## config.mk

```make
export PLATFORM = sky130hd
export DESIGN_NAME = pipeline_ctrl
export DESIGN_NICKNAME = d
export VERILOG_FILES = /design/src/rtl/pipeline_pkg.sv /design/src/rtl/sat_counter.sv /design/src/rtl/pipeline_ctrl.sv
export SDC_FILE = /design/constraint.sdc
export NUM_CORES = 1
export LEC_CHECK = 0
export ABC_AREA = 1
export ABC_CLOCK_PERIOD_IN_PS = 2000
export BUFFER_PORTS_ARGS = -buffer_cell sky130_fd_sc_hd__buf_2
export CORE_MARGIN = 10
export CORE_UTILIZATION = 30
export CTS_BUF_LIST = sky130_fd_sc_hd__clkbuf_16
export DETAILED_ROUTE_END_ITERATION = 16
export PLACE_DENSITY_LB_ADDON = 0.08
export SLEW_MARGIN = 20
export SYNTH_ARGS = -nofsm -noshare
export SYNTH_HDL_FRONTEND = slang
export SYNTH_SLANG_ARGS = --single-unit
```

## constraint.sdc

```tcl
create_clock -name clk -period 2 [get_ports clk]
set_input_delay 0 -clock clk [delete_from_list [all_inputs] [get_ports clk]]
set_output_delay 0 -clock clk [all_outputs]
set_load 0.01 [all_outputs]
```

## src/rtl/pipeline_pkg.sv

```systemverilog
// Shared types and constants for the pipeline stall/flush sequencer.
package pipeline_pkg;

  typedef enum logic [2:0] {
    StBoot,
    StRun,
    StMemWait,
    StHalting,
    StHalted
  } pctl_state_t;

  localparam logic [4:0] XzrReg = 5'd31;

  // Cycles needed to empty ID, EX and MEM before the core is halted.
  localparam int unsigned DrainDepth = 3;

endpackage

```

## src/rtl/sat_counter.sv

```systemverilog
// Saturating up-counter with enable and asynchronous active-low clear.
module sat_counter #(
  parameter int unsigned Width = 16
) (
  input  logic             clk,
  input  logic             reset,
  input  logic             en,
  output logic [Width-1:0] count
);

  logic [Width-1:0] count_q;

  always_ff @(posedge clk or negedge reset) begin
    if (!reset) begin
      count_q <= '0;
    end else if (en && (count_q != '1)) begin
      count_q <= count_q + Width'(1);
    end
  end

  assign count = count_q;

endmodule

```

## src/rtl/pipeline_ctrl.sv

```systemverilog
// Stall/flush sequencer for the 5-stage pipeline: boot flush, load-use and
// memory-wait stalls, branch flush and debug halt/resume.
module pipeline_ctrl
  import pipeline_pkg::*;
#(
  parameter int unsigned BOOT_CYCLES = 4,
  parameter int unsigned CNT_W       = 16
) (
  input  logic             clk,
  input  logic             reset,
  input  logic [4:0]       id_rn,
  input  logic [4:0]       id_ab,
  input  logic             id_uses_rn,
  input  logic             id_uses_ab,
  input  logic             ex_memread,
  input  logic [4:0]       ex_rd,
  input  logic             id_brtaken,
  input  logic             mem_req,
  input  logic             mem_ready,
  input  logic             halt_req,
  input  logic             resume,
  output logic             pc_we,
  output logic             ifid_we,
  output logic             ifid_flush,
  output logic             idex_we,
  output logic             idex_bubble,
  output logic             exmem_we,
  output logic             memwb_bubble,
  output logic             halted,
  output logic [CNT_W-1:0] stall_count
);

  localparam int unsigned BootW = (BOOT_CYCLES > 1) ? $clog2(BOOT_CYCLES) : 1;
  localparam logic [BootW-1:0] BootLast = BootW'(BOOT_CYCLES - 1);
  localparam logic [1:0] DrainLast = 2'(DrainDepth - 1);

  pctl_state_t      state_q, state_d;
  logic [BootW-1:0] boot_cnt_q, boot_cnt_d;
  logic [1:0]       drain_cnt_q, drain_cnt_d;
  logic             pending_q, pending_d;

  logic load_use;
  logic frozen;
  logic stall_inc;

  // Loads into XZR never produce a value, so they cannot cause a hazard.
  assign load_use = ex_memread && (ex_rd != XzrReg) &&
                    ((id_uses_rn && (id_rn == ex_rd)) || (id_uses_ab && (id_ab == ex_rd)));

  // Once in MEM_WAIT only mem_ready ends the freeze.
  assign frozen = (state_q == StMemWait) ? !mem_ready : (mem_req && !mem_ready);

  always_comb begin
    pc_we        = 1'b1;
    ifid_we      = 1'b1;
    ifid_flush   = 1'b0;
    idex_we      = 1'b1;
    idex_bubble  = 1'b0;
    exmem_we     = 1'b1;
    memwb_bubble = 1'b0;
    halted       = 1'b0;
    state_d      = state_q;
    boot_cnt_d   = boot_cnt_q;
    drain_cnt_d  = drain_cnt_q;
    pending_d    = pending_q;

    unique case (state_q)
      StBoot: begin
        pc_we        = 1'b0;
        ifid_flush   = 1'b1;
        idex_bubble  = 1'b1;
        memwb_bubble = 1'b1;
        if (boot_cnt_q == BootLast) begin
          boot_cnt_d = '0;
          state_d    = StRun;
        end else begin
          boot_cnt_d = boot_cnt_q + BootW'(1);
        end
      end

      StRun, StMemWait: begin
        pending_d = pending_q || halt_req;
        if (frozen) begin
          pc_we        = 1'b0;
          ifid_we      = 1'b0;
          idex_we      = 1'b0;
          exmem_we     = 1'b0;
          memwb_bubble = 1'b1;
          state_d      = StMemWait;
        end else begin
          state_d = StRun;
          if (load_use) begin
            pc_we       = 1'b0;
            ifid_we     = 1'b0;
            idex_bubble = 1'b1;
          end else if (id_brtaken) begin
            ifid_flush = 1'b1;
          end
          if ((state_q == StRun) && pending_q && !load_use) begin
            state_d = StHalting;
          end
        end
      end

      StHalting: begin
        if (mem_req && !mem_ready) begin
          pc_we        = 1'b0;
          ifid_we      = 1'b0;
          idex_we      = 1'b0;
          exmem_we     = 1'b0;
          memwb_bubble = 1'b1;
        end else begin
          pc_we      = 1'b0;
          ifid_flush = 1'b1;
          if (drain_cnt_q == DrainLast) begin
            drain_cnt_d = '0;
            state_d     = StHalted;
          end else begin
            drain_cnt_d = drain_cnt_q + 2'd1;
          end
        end
      end

      StHalted: begin
        pc_we        = 1'b0;
        ifid_we      = 1'b0;
        idex_we      = 1'b0;
        exmem_we     = 1'b0;
        idex_bubble  = 1'b1;
        memwb_bubble = 1'b1;
        halted       = 1'b1;
        if (resume) begin
          // A halt request alongside resume re-arms the halt.
          pending_d = halt_req;
          state_d   = StRun;
        end
      end

      default: begin
        state_d = StBoot;
      end
    endcase
  end

  always_ff @(posedge clk or negedge reset) begin
    if (!reset) begin
      state_q     <= StBoot;
      boot_cnt_q  <= '0;
      drain_cnt_q <= '0;
      pending_q   <= 1'b0;
    end else begin
      state_q     <= state_d;
      boot_cnt_q  <= boot_cnt_d;
      drain_cnt_q <= drain_cnt_d;
      pending_q   <= pending_d;
    end
  end

  assign stall_inc = ((state_q == StRun) || (state_q == StMemWait)) && !pc_we;

  sat_counter #(
    .Width(CNT_W)
  ) u_stall_cnt (
    .clk  (clk),
    .reset(reset),
    .en   (stall_inc),
    .count(stall_count)
  );

endmodule

```

==> impl_metrics.toml <==
[worst_setup_path]
r2r_cells = 8
critical_path.slowest_cell = "dfrtp_1"
startpoint_type = "flop"
r2r-end = "u_stall_cnt.count[8]"
critPathTopFamily = "simple AND/OR/NAND/NOR gates"
path_max_fanout = 5
r2r_start = "u_stall_cnt.count[0]"
end_kind = "output pin"
critPathKind = "flop to output pin"
path_common_cell = "inv_1"
max_stage_delay_ns = 0.39
worstPathCellList = "inv_1 > nor2_1 > nand2_1 > nand2_2 > inv_1 > nor2_4 > inv_1 > o21ai_0 > buf_2"
critPathArrivalTime_ns = 1.79
required_ns = 2.00
r2r_slack_ns = 0.29
crit_buf_inv = 4

[die]
dieArea_um2 = 9699
rows = 28
die_w_um = 98.49
ios = 49
start_util = 0.3103
die_h_um = 98.49
coreArea_um2 = 5956

[sta]
fin_setup_tns_ns = 0
final-max-slew-violation-count = 0
hold_viol = 0
period_minus_slack_ns = 1.790
fin_skew_ns = 0.001904
max_freq_mhz = 558.8
finalCritPeriodShare = 0.8948
tightest_slew_ns = 0.5528
setup_viol = 0
rsz0062_at_grt = "no"
relSlewSlack = 0.6315

[power_and_ir_drop]
p_switching_w = 0.0009203
cell_internal_pwr_w = 0.001329
p_comb_frac = 0.465
pwr-share-seq = 0.276
irDropWorstVdd_mv = 0.8792
power_density_nw_per_um2 = 973.2
leakagePower_nw = 1.323
p_sw_frac = 0.4092
pwr-share-clk = 0.259

[grt]
grt_pass1_vias = 1837
grt_max_degree = 25
antenna_found_initial = 0
grt_use_total = 0.1055
overflow = 0
grt_pass1_wl_um = 8728

[yosys]
ys_types = 30
synth_warnings = 0
syn_area_um2 = 1848
syn_inst = 270
yosysMostFrequentCell = "nand2_1"
synth_ff_type = "dfrtp_1"
syn_nets = 297
synth.area.top_cells = "dfrtp_1 32%, nand2_1 15%, inv_1 9.5%"
ys_seq_elements = 24
ys_async_sr_fraction = 1.000
synth_top_area_share = 0.3250
ys_seq_area_frac = 0.3250
synth-edff-count = 0
synth_commonest_cells = "72 x nand2_1, 47 x inv_1, 30 x nand3_1, 26 x nor2_1, 24 x dfrtp_1"
synth_top_cell_by_area = "dfrtp_1"
avgSynthCellArea_um2 = 6.845

[worst_hold_path]
hold_path_end = "pending_q"
min_from = "halt_req"
holdPathStages = 2
hold_path.class = "input pin to flop"

[routing]
routed_via_density = 4.493
drt_wl_total_um = 5073
dr.first_iter.drc_count = 85
first_pass_iters = 4
vias = 1797
drc_errors = 0
ant_nets = 0
wl_per_cell_um = 12.68

[cts]
cts_htree_levels = 1
cts_num_sinks = 24
clk_latency_ns = 0.26
root_buffer = "clkbuf_16"
cts_resized = 0
tritoncts = "built"
clkTransAtPathRegs_ns = 0.06
postCtsSetupRepairBufs = 0
cts.path.max_buffers = 2
hold_buffers = 1
cts_buffers = 3

[job]
maxCapViolations = 0

[placed_design]
port-buffer-count = 48
place_area_um2 = 2196
dp_hpwl_um = 4054
dpl.cell_count = 395
gp_congestion = 0.7462

[layout]
fin_area_um2 = 2311
stdcell_count = 400
drive_above_1_share = 0.2308
antenna_cells = 0
synthToLayoutAreaGrowth_pct = 25.05
nets = 353

[status]
status = "finished clean"
## logic make-up after synthesis
| family | Yosys count | synth area share |
|---|---|---|
| flops | 24 | 0.3250 |
| compound gates | 29 | 0.1144 |
| simple gates | 149 | 0.3724 |
| xor+xnor | 11 | 0.05213 |
| fa+ha+maj | 2 | 0.01354 |
| buf+inv | 55 | 0.1225 |
## placed cells by master, fill, tap and decap left out, types with 2 or more instances in the layout
master	netlist	routed
nor4_1	3	3
ha_1	2	2
buf_4	3	7
nand4_1	4	4
nor2_4	2	2
or2_2	2	2
o21bai_1	16	16
a21oi_1	2	2
nand2_1	72	72
inv_2	3	3
o21ai_0	6	6
clkbuf_16	0	3
inv_1	47	47
buf_2	1	48
nand2_2	2	2
xor2_1	11	11
nor2_1	26	26
dfrtp_1	24	24
nand3_1	30	30
nor3_1	3	3
## per-layer routing
metal  vias to the layer above  wire length [um]  track usage
met5                         -                 0            0
met4                         0                57      0.02977
met3                         5               289      0.02444
met2                        37              2267       0.1664
met1                       793              2459       0.1399
li1                        962                 -            -
## sequential cells by signal, summed over array words and instances (netlist names)
| name | cells |
|---|---|
| u_stall_cnt.count | 16 |
| state_q | 3 |
| boot_cnt_q | 2 |
| drain_cnt_q | 2 |
| pending_q | 1 |
## how the worst max path moves through the flow
stage | from | to | cells past startpoint | slack [ns]
final | state_q[1] | idex_bubble | 9 | 0.21
after global routing | state_q[1] | idex_bubble | 9 | 0.04
after CTS | state_q[1] | idex_bubble | 9 | 0.20
after detailed placement | u_stall_cnt.count[0] | u_stall_cnt.count[8] | 8 | 0.29
after global placement | u_stall_cnt.count[1] | u_stall_cnt.count[5] | 8 | 0.31
after floorplan | u_stall_cnt.count[1] | u_stall_cnt.count[6] | 9 | 0.17
## power by group through the flow
stage,registers (W),logic (W),clock network (W)
2_1_floorplan,0.000618,0.000747,0
6_report,0.000621,0.00104,0.000583
5_1_grt,0.000634,0.00121,0.000619
3_5_place_dp,0.000630,0.00106,0
4_1_cts,0.000620,0.00107,0.000606
3_3_place_gp,0.000630,0.00107,0
## through the flow
step / utilization / hold slack (ns) / total power (W) / setup slack (ns)
6_report: 0.3880 / 0.006135 / 0.002249 / 0.2105
5_1_grt: 0.3880 / 0.002803 / 0.002460 / 0.04111
4_1_cts: 0.3880 / 0.004255 / 0.002292 / 0.2011
3_5_place_dp: 0.3687 / 0.03018 / 0.001692 / 0.2934
3_3_place_gp: 0.3687 / 0.03787 / 0.001698 / 0.3137
2_1_floorplan: - / -0.2956 / 0.001365 / 0.1691
## cell type report
| cell class | instances | area (um2) |
|---|---|---|
| clock buffers | 3 | 75.07 |
| clock inverters | 1 | 30.03 |
| fillers | 686 | 3645 |
| inverters | 50 | 187.7 |
| multi-input cells | 191 | 1021 |
| flip-flops and latches | 24 | 600.6 |
| well taps | 75 | 93.84 |
| repair buffers | 56 | 302.8 |
Power figures use the tool's default switching activity.
